`src/rtl/ddmtd_dco.sv`:
```
// rtl/ddmtd_dco.sv - DDMTD helper DCO: PI loop filter, lock/holdover FSM and phase accumulator
// The synthesised feedback clock is the accumulator MSB; the loop steers its FCW from beat phase errors.
module ddmtd_dco #(
   parameter int COUNT_W    = 16,
   parameter int ACC_W      = 24,
   parameter int KP_SHIFT   = 4,
   parameter int KI_SHIFT   = 0,
   parameter int HELPER_DIV = 1000,
   parameter int LOCK_TOL   = 2,
   parameter int LOCK_CNT   = 8,
   parameter int TIMEOUT    = 4096
) (
   input  logic                      clk_sys,
   input  logic                      rst_n,
   input  logic                      ena,
   input  logic [ACC_W-1:0]          fcw_nom,
   input  logic                      phase_valid,
   input  logic signed [COUNT_W-1:0] phase_err_beat,
   output logic                      helper_tick,
   output logic                      clk_fb_out,
   output logic [ACC_W-1:0]          fcw_cur,
   output logic                      locked,
   output logic                      holdover
);

   localparam int E  = ACC_W + 2;
   localparam int HW = (HELPER_DIV > 1) ? $clog2(HELPER_DIV) : 1;
   localparam int GW = $clog2(LOCK_CNT + 1);
   localparam int SW = $clog2(TIMEOUT + 1);

   localparam logic signed [E-1:0] POS_MAX = $signed({{(E-ACC_W+1){1'b0}}, {(ACC_W-1){1'b1}}});
   localparam logic signed [E-1:0] NEG_MIN = $signed({{(E-ACC_W+1){1'b1}}, {(ACC_W-1){1'b0}}});
   localparam logic signed [E-1:0] FCW_MIN = E'(1);
   localparam logic signed [E-1:0] TOL_P   = E'(LOCK_TOL);
   localparam logic signed [E-1:0] TOL_N   = -TOL_P;

   typedef enum logic [1:0] {
      ACQ  = 2'd0,
      LOCK = 2'd1,
      HOLD = 2'd2
   } state_t;

   state_t                   state_q, state_d;
   logic [HW-1:0]            hcnt_q;
   logic [ACC_W-1:0]         acc_q;
   logic signed [ACC_W-1:0]  integ_q, integ_d;
   logic [GW-1:0]            good_q, good_d;
   logic [SW-1:0]            sil_q, sil_d;
   logic [ACC_W-1:0]         fcw_d;
   logic                     primed_q;

   logic signed [E-1:0]      err_ext, p_term, i_term;
   logic signed [E-1:0]      integ_ext, integ_new_ext, nom_ext;
   logic signed [ACC_W-1:0]  integ_new;
   logic [ACC_W-1:0]         fcw_track, fcw_hold, fcw_init;
   logic                     err_small;

   function automatic logic signed [ACC_W-1:0] sat_int(input logic signed [E-1:0] v);
      if (v > POS_MAX)      return POS_MAX[ACC_W-1:0];
      else if (v < NEG_MIN) return NEG_MIN[ACC_W-1:0];
      else                  return v[ACC_W-1:0];
   endfunction

   function automatic logic [ACC_W-1:0] clamp_fcw(input logic signed [E-1:0] v);
      if (v < FCW_MIN)      return FCW_MIN[ACC_W-1:0];
      else if (v > POS_MAX) return POS_MAX[ACC_W-1:0];
      else                  return v[ACC_W-1:0];
   endfunction

   // Two guard bits keep the most negative error and the shifted gains from wrapping.
   assign err_ext       = {{(E-COUNT_W){phase_err_beat[COUNT_W-1]}}, phase_err_beat};
   assign p_term        = err_ext <<< KP_SHIFT;
   assign i_term        = err_ext <<< KI_SHIFT;
   assign integ_ext     = {{2{integ_q[ACC_W-1]}}, integ_q};
   assign nom_ext       = $signed({2'b00, fcw_nom});
   assign integ_new     = sat_int(integ_ext + i_term);
   assign integ_new_ext = {{2{integ_new[ACC_W-1]}}, integ_new};
   assign fcw_track     = clamp_fcw(nom_ext + integ_new_ext + p_term);
   assign fcw_hold      = clamp_fcw(nom_ext + integ_ext);
   assign fcw_init      = clamp_fcw(nom_ext);
   assign err_small     = (err_ext <= TOL_P) && (err_ext >= TOL_N);

   always_comb begin
      state_d = state_q;
      good_d  = good_q;
      sil_d   = sil_q;
      integ_d = integ_q;
      fcw_d   = fcw_cur;
      if (phase_valid) begin
         integ_d = integ_new;
         fcw_d   = fcw_track;
         sil_d   = '0;
         if (state_q == LOCK) begin
            if (!err_small) begin
               state_d = ACQ;
               good_d  = '0;
            end
         end else begin
            // A valid arriving in HOLD is handled exactly like one in ACQ.
            state_d = ACQ;
            if (!err_small) begin
               good_d = '0;
            end else if (good_q == GW'(LOCK_CNT - 1)) begin
               state_d = LOCK;
               good_d  = '0;
            end else begin
               good_d = good_q + GW'(1);
            end
         end
      end else begin
         if (!primed_q) fcw_d = fcw_init;
         if (state_q != HOLD && helper_tick) begin
            if (sil_q == SW'(TIMEOUT - 1)) begin
               state_d = HOLD;
               sil_d   = '0;
               good_d  = '0;
            end else begin
               sil_d = sil_q + SW'(1);
            end
         end
         if (state_d == HOLD) fcw_d = fcw_hold;
      end
   end

   always_ff @(posedge clk_sys or negedge rst_n) begin
      if (!rst_n) begin
         state_q     <= ACQ;
         hcnt_q      <= '0;
         acc_q       <= '0;
         integ_q     <= '0;
         good_q      <= '0;
         sil_q       <= '0;
         primed_q    <= 1'b0;
         helper_tick <= 1'b0;
         clk_fb_out  <= 1'b0;
         fcw_cur     <= '0;
      end else if (ena) begin
         if (hcnt_q == HW'(HELPER_DIV - 1)) begin
            hcnt_q      <= '0;
            helper_tick <= 1'b1;
         end else begin
            hcnt_q      <= hcnt_q + HW'(1);
            helper_tick <= 1'b0;
         end
         acc_q      <= acc_q + fcw_cur;
         clk_fb_out <= acc_q[ACC_W-1];
         state_q    <= state_d;
         integ_q    <= integ_d;
         good_q     <= good_d;
         sil_q      <= sil_d;
         fcw_cur    <= fcw_d;
         primed_q   <= 1'b1;
      end else begin
         helper_tick <= 1'b0;
      end
   end

   assign locked   = (state_q == LOCK);
   assign holdover = (state_q == HOLD);

endmodule

```
`config.mk`:
```
export PLATFORM = sky130hd
export DESIGN_NAME = ddmtd_dco
export DESIGN_NICKNAME = d
export VERILOG_FILES = /design/src/rtl/ddmtd_dco.sv
export SDC_FILE = /design/constraint.sdc
export NUM_CORES = 1
export LEC_CHECK = 0
export CORE_ASPECT_RATIO = 0.6
export CORE_MARGIN = 3
export CORE_UTILIZATION = 55
export DETAILED_ROUTE_END_ITERATION = 10
export GPL_TIMING_DRIVEN = 0
export PLACE_DENSITY = 0.78
export SLEW_MARGIN = 10
export SYNTH_ARGS = -nofsm -noshare
export SYNTH_HDL_FRONTEND = slang
export SYNTH_SLANG_ARGS = --single-unit
```
`constraint.sdc`:
```
create_clock -name clk_sys -period 5.59 [get_ports clk_sys]
set_input_delay 0.8385 -clock clk_sys [delete_from_list [all_inputs] [get_ports clk_sys]]
set_output_delay 0.8385 -clock clk_sys [all_outputs]
set_load 0.01 [all_outputs]
```
* Word level (Yosys, flattened, before mapping)
Cells that the tools add are included.
** Operators by class
- $add $sub $neg :: 8
- Magnitude comparators :: 10
- Equality and inequality tests :: 9
- Mux-type cells :: 32
- Reduce and logical (&&, ||, !) cells :: 9
** Operators with widths (number)
- 2-to-1 mux 24 bit :: 11
- adder 25 x 24 -> 26 bit :: 2
- greater-than comparator 26 x 24 -> 1 bit, second input constant :: 2
- < comparator 26 x 2 -> 1 bit, second input constant :: 2
- 2-to-1 mux 13 bit :: 3
- 2-to-1 mux 4 bit :: 7
- adder 26 x 20 -> 26 bit :: 1
- adder 24 x 16 -> 25 bit :: 1
- greater-than comparator 25 x 24 -> 1 bit, second input constant :: 1
- < comparator 25 x 24 -> 1 bit, second input constant :: 1
- adder 24 bit :: 1
- greater-than comparator 24 x 23 -> 1 bit, second input constant :: 1
- < comparator 24 x 1 -> 1 bit, second input constant :: 1
- >= comparator 16 x 2 -> 1 bit, second input constant :: 1
- <= comparator 16 x 3 -> 1 bit, second input constant :: 1
- adder 13 x 1 -> 13 bit, second input constant :: 1
- equality test 13 x 12 -> 1 bit, second input constant :: 1
- 2-to-1 mux 2 bit :: 6
- adder 10 x 1 -> 10 bit, second input constant :: 1
- equality test 10 bit, second input constant :: 1
- 2-to-1 mux 10 bit :: 1
- AND reduction 2 bit :: 4
- adder 4 x 1 -> 4 bit, second input constant :: 1
- equality test 2 bit, second input constant :: 2
- 9 further kinds :: 14
** Word-level totals
- Register bits after elaboration :: 104
- Output and inout port bits :: 28

* Longest topological paths before layout
Gate-level depths: netlist of run 1.
- Depth in word-level cells :: 10
- Mapped depth :: 30
- Mapped depth without buffers :: 28

* Worst setup path before layout of run 1
No wires, ideal clock.
- Path kind :: input port to flip-flop
- Start point :: in phase_err_beat[0]
- End point :: reg fcw_cur[0]
- Setup time :: 0.127 ns
- Arrival :: 6.503 ns
- Required time :: 5.463 ns
- Path slack :: -1.040 ns
- Stages on the path :: 29
- Cells stage by stage :: ha_1 > inv_1 > fa_1 > nor2b_1 > o21ai_1 > a21boi_0 > o211ai_1 > o211ai_1 > o31a_1 > a21oi_1 > o21ai_1 > a31o_2 > nand2_1 > clkbuf_1 > nand2_1 > ha_1 > ha_1 > fa_1 > a211oi_1 > o21ai_1 > a31oi_2 > nor3_1 > o211a_1 > o21a_1 > or3_1 > a21oi_1 > a311oi_1 > or4_1 > a2bb2oi_2
** Between the ends
- Longest elaborated chain between the ends :: 10
- Elaborated cells between the ends (all ways) :: 12
- Classes of those cells :: add/sub (3); order compare (4); mux (5)
** RTL lines
- start, declared :: RTL line 18 : input logic signed [COUNT_W-1:0] phase_err_beat,
- adder 24 x 16 -> 25 bit (*) :: RTL line 76 : assign integ_new = sat_int(integ_ext + i_term);
- < comparator 25 x 24 -> 1 bit :: RTL line 60 : else if (v < NEG_MIN) return NEG_MIN[ACC_W-1:0];
- 2-to-1 mux 24 bit :: RTL line 60
- 2-to-1 mux 24 bit (*) :: RTL line 59 : if (v > POS_MAX) return POS_MAX[ACC_W-1:0];
- via integ_new[1] :: RTL line 54 : logic signed [ACC_W-1:0] integ_new;
- adder 25 x 24 -> 26 bit (*) :: RTL line 78 : assign fcw_track = clamp_fcw(nom_ext + integ_new_ext + p_term);
- adder 26 x 20 -> 26 bit (*) :: RTL line 78
- greater-than comparator 26 x 24 -> 1 bit :: RTL line 66 : else if (v > POS_MAX) return POS_MAX[ACC_W-1:0];
- 2-to-1 mux 24 bit :: RTL line 66
- 2-to-1 mux 24 bit (*) :: RTL line 65 : if (v < FCW_MIN) return FCW_MIN[ACC_W-1:0];
- 2-to-1 mux 24 bit (*) :: RTL line 89 : if (phase_valid) begin
- end signal, assigned :: RTL line 151 : fcw_cur <= fcw_d;
- end, declared :: RTL line 21 : output logic [ACC_W-1:0] fcw_cur,
The timed path passes the listed nets; every way through them passes the cells marked *.
A chain may end at the register's enable or synchronous reset.

* Worst setup path in the final report of run 1
Ends and elaborated chain as after synthesis.

==> parameters.txt, run 1 <==
Parameter                              Value

Status
  Outcome ... finished, violations left
  Violated checks ... negative setup slack

Finish
  Area growth, synth to finish ... 25.7%
  Final cell area excluding filler cells ... 13,600 um2
  Count of fill cells added during filler insertion ... 1,520
  Share of layout cells above drive strength 1 ... 0.186
  N_diodes ... 0
  Non-filler instance count after layout ... 1,672
  Final-stage net count ... approximately 1.6k

Global route
  Largest net degree at the start of global routing ... between 80 and 90
  Vias in the first global route ... 10.3k
  Grt met2 use ... 0.494
  Most utilized layer in the global route result ... met1
  Global-route wire length before repair ... about 59,000 um
  Fraction of met3 tracks used by global routing ... 0.118
  GR Layer Usage met1 ... 0.524
  Gr usage total ... 0.349
  Number of antenna violations at the first check in global routing ... 0
  GRT Residual Overflow ... 0

Synthesis
  Proportion of synthesized flip-flops having asynchronous set or reset ... 1.00
  Sequential fraction of the synthesis area ... 0.241
  Number of synthesis warnings ... 0
  Cell types with the highest counts after synthesis ... 104 x sky130_fd_sc_hd__dfrtp_1, 104 x sky130_fd_sc_hd__ha_1, 103 x sky130_fd_sc_hd__a21oi_1
  Count of state elements after synthesis ... 104
  Proportion of netlist area held by the largest area contributor ... 0.241
  Number of library cell types mapped by synthesis ... 87
  Cell types with the largest area share after synthesis ... sky130_fd_sc_hd__dfrtp_1 24%, sky130_fd_sc_hd__ha_1 12%, sky130_fd_sc_hd__a21oi_1 4.8%, sky130_fd_sc_hd__fa_1 4.6%, sky130_fd_sc_hd__xnor2_1 4.1%
  Netlist area before placement ... between 10,000 and 15,000 um2
  Avg Cell Area, Syn ... 8.51 um2
  Main synth FF type ... sky130_fd_sc_hd__dfrtp_1
  Most area-hungry cell type in the Yosys netlist ... sky130_fd_sc_hd__dfrtp_1
  Gate Count Post-Synth ... 1,269
  EDFF count, synth ... 0
  Synthesized netlist net count ... 1,442

Timing
  Worst clock skew ... 0.00682 ns
  Final setup violation count ... 23
  Setup repair after global routing missed its margin ... true
  Upper clock frequency limit ... 144 MHz
  Setup slack after layout ... -1.35 ns
  Final-report max-slew violation count ... 0
  Final hold violation count ... 0
  Worst-case headroom to the max-slew limit ... 0.317
  Period Utilization, post-route ... 1.24
  Min Clock Period, post-route ... 6.94 ns
  Slew @ Worst Pin ... 1.01 ns

Drt
  Ratio of routed vias to standard cells ... 6.63
  Residual antenna-violating net count after detailed routing ... 0
  Via count ... 11.1k
  First-pass DRT Iterations ... 6
  Total Wirelength ... 37,800 um
  Mean routed wirelength per cell ... 22.6 um
  Number of DRC markers in iteration 0 ... 1,541
  Remaining design rule violation count ... 0

Setup path
  CP max stage cell ... sky130_fd_sc_hd__or4_1
  WP buf/inv ... 4
  Required time of the critical path ... 5.84 ns
  Maximum single-stage delay on the critical path ... 0.46 ns
  Critical path origin ... phase_err_beat[0]
  Gate family responsible for the most delay along the worst path ... compound AO/OA/AOI/OAI gates
  Critical path launch point type ... input pin
  CP Data Arrival Time ... slightly above 7 ns
  Capturing element type of the critical path ... flop
  Critical path fanouts, max ... 5
  Origin of the critical flop-to-flop path ... integ_q[0]
  Critical path class ... in -> reg

Place
  Final RePlAce weighted congestion ... 1.02
  Post-DP HPWL ... about 28,000 um
  Instance area after placement ... 12,000 um2
  Inst Count DP ... approximately 1.6k
  Port Buf Inserts ... 70

Floorplan
  Number of primary I/O pins ... 72
  Number of rows in the core area ... 39
  Starting density of the core ... 0.564
  Floorplan core area ... 19,100 um2
  Chip Height ... 115 um
  Floorplan die width ... 187 um
  Die Area ... 21,400 um2

Clock network
  Clk slew on worst S/H paths ... roughly 0.08 ns
  CTS max path bufs ... 2
  Hold-fix buffers at CTS ... 0
  Cell at the root of the clock tree ... sky130_fd_sc_hd__clkbuf_16
  CTS tree ... done
  Number of buffers inserted during clock tree synthesis ... 9
  CTS Sinks ... 104
  Skew-Pair Late Insertion Delay ... 0.36 ns
  H-Tree Depth ... 3

Worst hold path
  Class of the tightest hold or removal check ... in -> async

Flow run
  Max-capacitance violation count ... 0
registers in the layout (all words and copies together) (netlist names):
name / count
acc_q: 24
fcw_cur: 24
integ_q: 24
sil_q: 13
hcnt_q: 10
good_q: 4
state_q: 2
clk_fb_out: 1
helper_tick: 1
primed_q: 1
cells by family (layout without fill, tap and decap cells):
kind of cell / after synthesis / in the layout / synth area share
compound gates: 430 / 430 / 0.270
buf+inv: 81 / 218 / 0.0304
xor+xnor: 76 / 76 / 0.0617
fa+ha+maj: 133 / 133 / 0.171
flops: 104 / 104 / 0.241
simple gates: 413 / 413 / 0.193
mux: 32 / 32 / 0.0325
cell usage in the layout, fill, tap and decap left out, drive strengths merged, types with 12 or more instances in the layout:
| cell type | count |
|---|---|
| fa | 25 |
| o21a | 18 |
| o31ai | 12 |
| a211oi | 12 |
| nor4 | 20 |
| xnor2 | 51 |
| o211ai | 12 |
| o21bai | 26 |
| nand2b | 19 |
| inv | 48 |
| ha | 104 |
| clkdlybuf4s50 | 54 |
| nand4 | 22 |
| and3 | 12 |
| nor2 | 103 |
| nor2b | 15 |
| mux2 | 24 |
| dfrtp | 104 |
| nor3 | 41 |
| o21ai | 75 |
| and2 | 18 |
| a211o | 12 |
| a31oi | 28 |
| nand3 | 31 |
| buf | 68 |
| a21oi | 104 |
| nand2 | 83 |
| xor2 | 25 |
| or3 | 16 |
| o22ai | 25 |
| clkbuf | 35 |
| a21o | 36 |
per-layer routing:
| layer | wire, um | vias up | share of wire |
|---|---|---|---|
| met4 | 503 | 0 | 0.013 |
| met5 | 0 | - | 0 |
| li1 | - | 5053 | - |
| met2 | 15000 | 663 | 0.40 |
| met1 | 17100 | 5309 | 0.45 |
| met3 | 5140 | 62 | 0.14 |
what timing repair did:
action / CTS / global route
buffers inserted: 40 / 9
gates cloned: 2 / 0
pin swaps: 69 / 31
endpoints found under the setup margin: 23 / 23
resized for setup: 160 / 38
final timing paths:
path | endpoint | slack, ns | cells after the start
min | integ_q[2] | 0.33 | 1
min in group clk_sys | sil_q[11] | 0.49 | 1
max reg2reg | fcw_cur[0] | -1.27 | 30
max in group asynchronous | good_q[1] | 4.55 | 2
max | fcw_cur[0] | -1.35 | 31
min reg2reg | sil_q[11] | 0.49 | 1
stage by stage:
step | setup slack [ns] | hold WS [ns] | utilization | TNS, ns
4_1_cts | -1.09 | 0.326 | 0.697 | -21.84
3_5_place_dp | -3.18 | 0.476 | 0.630 | -69.26
3_3_place_gp | -3.12 | 0.455 | 0.628 | -113.10
2_1_floorplan | -0.687 | 0.436 | - | -8.10
6_report | -1.35 | 0.326 | 0.709 | -29.37
5_1_grt | -1.50 | 0.329 | 0.709 | -32.32
layout make-up:
| cell class | count | area [um2] | area share |
|---|---|---|---|
| well taps | 266 | 333 | 0.0245 |
| multi-input cells | 1084 | 8800 | 0.649 |
| inverters | 45 | 169 | 0.0125 |
| clock inverters | 6 | 50.0 | 0.00369 |
| repair buffers | 122 | 1130 | 0.0837 |
| clock buffers | 9 | 225 | 0.0166 |
| flip-flops and latches | 104 | 2600 | 0.192 |
| plain buffers | 36 | 248 | 0.0183 |
Power of run 1 is left out: the tool's default activity adds up to more than one toggle a clock period on the data nets, which glitch-free logic cannot reach.
==> run 2: changes to the inputs <==
--- a/config.mk
+++ b/config.mk
@@ -7,10 +7,10 @@
 export LEC_CHECK = 0
 export CORE_ASPECT_RATIO = 0.6
 export CORE_MARGIN = 3
-export CORE_UTILIZATION = 55
+export CORE_UTILIZATION = 61
 export DETAILED_ROUTE_END_ITERATION = 10
 export GPL_TIMING_DRIVEN = 0
-export PLACE_DENSITY = 0.78
+export PLACE_DENSITY = 0.82
 export SLEW_MARGIN = 10
 export SYNTH_ARGS = -nofsm -noshare
 export SYNTH_HDL_FRONTEND = slang
==> constraint.sdc (replaced) <==
create_clock -name clk_sys -period 7.6 [get_ports clk_sys]
set_input_delay 1.14 -clock clk_sys [delete_from_list [all_inputs] [get_ports clk_sys]]
set_output_delay 1.14 -clock clk_sys [all_outputs]
set_load 0.01 [all_outputs]
==> run 2 against run 1 <==
Net effect: the flow still finishes with violations (negative setup slack); cell count down 4.1%; die area fell by 9.4%; wire length decreased by 1.3%; first-iteration DRC count down 4.6%; critical path depth decreased by 4; count of clock-buffer cells in the layout stayed put; register-to-register slack better by 1.7 ns; design area is 5.2% lower; critical path type unchanged.
==> parameters.txt, run 2 (synthesis results as in run 1) <==
Parameter                              Value

Finish
  N_diodes ... 0
  Final-stage net count ... roughly 1.5k
  Area growth, synth to finish ... 19.1%
  Share of layout cells above drive strength 1 ... 0.127
  Count of fill cells added during filler insertion ... ~1.2k
  Registers with the most flip-flops ... acc_q x24, fcw_cur x24, integ_q x24
  Most common library cell in the layout ignoring fill and taps ... sky130_fd_sc_hd__dfrtp_1
  Highest-count cells in the layout ignoring fill and taps ... 104 x sky130_fd_sc_hd__dfrtp_1, 101 x sky130_fd_sc_hd__nor2_1, 95 x sky130_fd_sc_hd__a21oi_1, 81 x sky130_fd_sc_hd__nand2_1, 80 x sky130_fd_sc_hd__ha_1

Drt
  Mean routed wirelength per cell ... 23.2 um
  Remaining design rule violation count ... 0
  Via count ... 11.2k
  Ratio of routed vias to standard cells ... 6.97
  Total Wirelength ... 37,300 um
  Residual antenna-violating net count after detailed routing ... 0
  First-pass DRT Iterations ... 8
  Number of DRC markers in iteration 0 ... 1,470

Timing
  Period Utilization, post-route ... 1.01
  Upper clock frequency limit ... 130 MHz
  Worst Hold Slack ... 0.471 ns
  Worst-case headroom to the max-slew limit ... 0.192
  Min Clock Period, post-route ... 7.67 ns
  Final setup violation count ... 1
  Final hold violation count ... 0
  Final-report max-slew violation count ... 0
  Worst clock skew ... roughly 0.013 ns
  Slew @ Worst Pin ... 1.21 ns
  Setup slack after layout ... -0.0663 ns

Global route
  Number of antenna violations at the first check in global routing ... 1
  Global-route wire length before repair ... 55,000 um
  Largest net degree at the start of global routing ... 80
  GRT Residual Overflow ... 0
  Vias in the first global route ... 9,859
  Gr usage total ... 0.368

Setup path
  Maximum single-stage delay on the critical path ... 0.59 ns
  CP Data Arrival Time ... 7.96 ns
  Critical path class ... in -> reg
  Capturing element type of the critical path ... flop
  CP max stage cell ... sky130_fd_sc_hd__fa_1
  Critical path fanouts, max ... 9
  Critical path launch point type ... input pin
  Worst-case reg-to-reg path depth ... 26
  Required time of the critical path ... 7.89 ns

Floorplan
  Number of primary I/O pins ... between 70 and 80
  Floorplan die width ... ~180 um
  Number of rows in the core area ... 36
  Die Area ... 19,400 um2
  Chip Height ... 109 um
  Starting density of the core ... 0.644
  Floorplan core area ... between 15,000 and 20,000 um2

Status
  Violated checks ... negative setup slack
  Outcome ... finished, violations left

Clock network
  Clk slew on worst S/H paths ... 0.08 ns
  Cell at the root of the clock tree ... sky130_fd_sc_hd__clkbuf_16
  CTS tree ... done
  CTS max path bufs ... 2
  Number of buffers inserted during clock tree synthesis ... 9
  Skew-Pair Late Insertion Delay ... 0.37 ns
  CTS Sinks ... 104
  H-Tree Depth ... 3

Worst hold path
  Class of the tightest hold or removal check ... reg -> reg
  Cell depth of the worst hold path ... 1

Place
  Port Buf Inserts ... 70
  Final RePlAce weighted congestion ... 1.03
  Post-DP HPWL ... roughly 28,000 um

Flow run
  Max-capacitance violation count ... 0
## run 2: cell count changes in the layout (fill, tap and decap cells not counted), moves of 6 or more
cell                             previous run  this run
sky130_fd_sc_hd__buf_6                     12         5
sky130_fd_sc_hd__o22ai_1                    6        25
sky130_fd_sc_hd__a21oi_1                   87        95
sky130_fd_sc_hd__buf_4                     47        21
sky130_fd_sc_hd__ha_1                      74        80
sky130_fd_sc_hd__o22ai_2                   16         0
sky130_fd_sc_hd__ha_4                      25        15
sky130_fd_sc_hd__dlygate4sd2_1              7         1
sky130_fd_sc_hd__dlymetal6s2s_1             0         9
sky130_fd_sc_hd__a21oi_2                   14         6
sky130_fd_sc_hd__o21ai_0                   55        62
## run 2: routing by layer
layer	vias up	track usage	part of all wire
met3	87	0.148	0.15
met5	-	0	0.0020
li1	5002	-	-
met4	4	0.0683	0.020
met2	757	0.488	0.39
met1	5335	0.559	0.44
## run 2: cell type report
class	count	area (um2)	area share
Multi-Input combinational cell	1084	8370	0.651
Sequential cell	104	2600	0.202
Timing Repair Buffer	92	912	0.0709
Tap cell	228	285	0.0222
Clock buffer	9	225	0.0175
Buffer	36	198	0.0154
Inverter	45	169	0.0131
Clock inverter	6	97.6	0.00759
## run 2: final timing paths
| path | slack, ns | startpoint | to |
|---|---|---|---|
| worst max register to register | 0.38 | integ_q[1] | fcw_cur[0] |
| max in group asynchronous | 6.26 | rst_n | sil_q[0] |
| worst min-delay path | 0.47 | acc_q[23] | acc_q[23] |
| worst max-delay path | -0.07 | phase_err_beat[1] | fcw_cur[0] |
| worst min register to register | 0.47 | acc_q[23] | acc_q[23] |
| min in group asynchronous | 0.64 | rst_n | integ_q[2] |
## run 2: critical path, delay by kind of cell
| kind | cells | cell delay (ns) |
|---|---|---|
| AOI/OAI and AO/OA | 14 | 3.03 |
| and+or+nand+nor | 5 | 1.68 |
| adders and majority gates | 4 | 1.50 |
| buffers and inverters | 3 | 0.49 |
| xor gates and xnor gates | 1 | 0.11 |
## run 2: timing repair
action | in CTS | in global routing
hold buffers | 0 | 0
setup buffers | 6 | 14
resized for setup | 45 | 98
pin swaps | 14 | 37
gates cloned | 0 | 1
endpoints found under the setup margin | 23 | 23
## run 2: stage by stage
step	TNS [ns]	utilization	worst slack [ns]	std cells	instance area [um2]
after global routing	-0.242	0.767	-0.162	1604	12900
after floorplan	0	-	0.669	1269	10800
after global placement	-37.38	0.703	-1.74	1567	11800
after detailed placement	-41.01	0.705	-1.91	1568	11800
final	-0.0663	0.767	-0.0663	1604	12900
after CTS	0	0.735	0.0250	1589	12300
Power of run 2 is left out for the same reason.
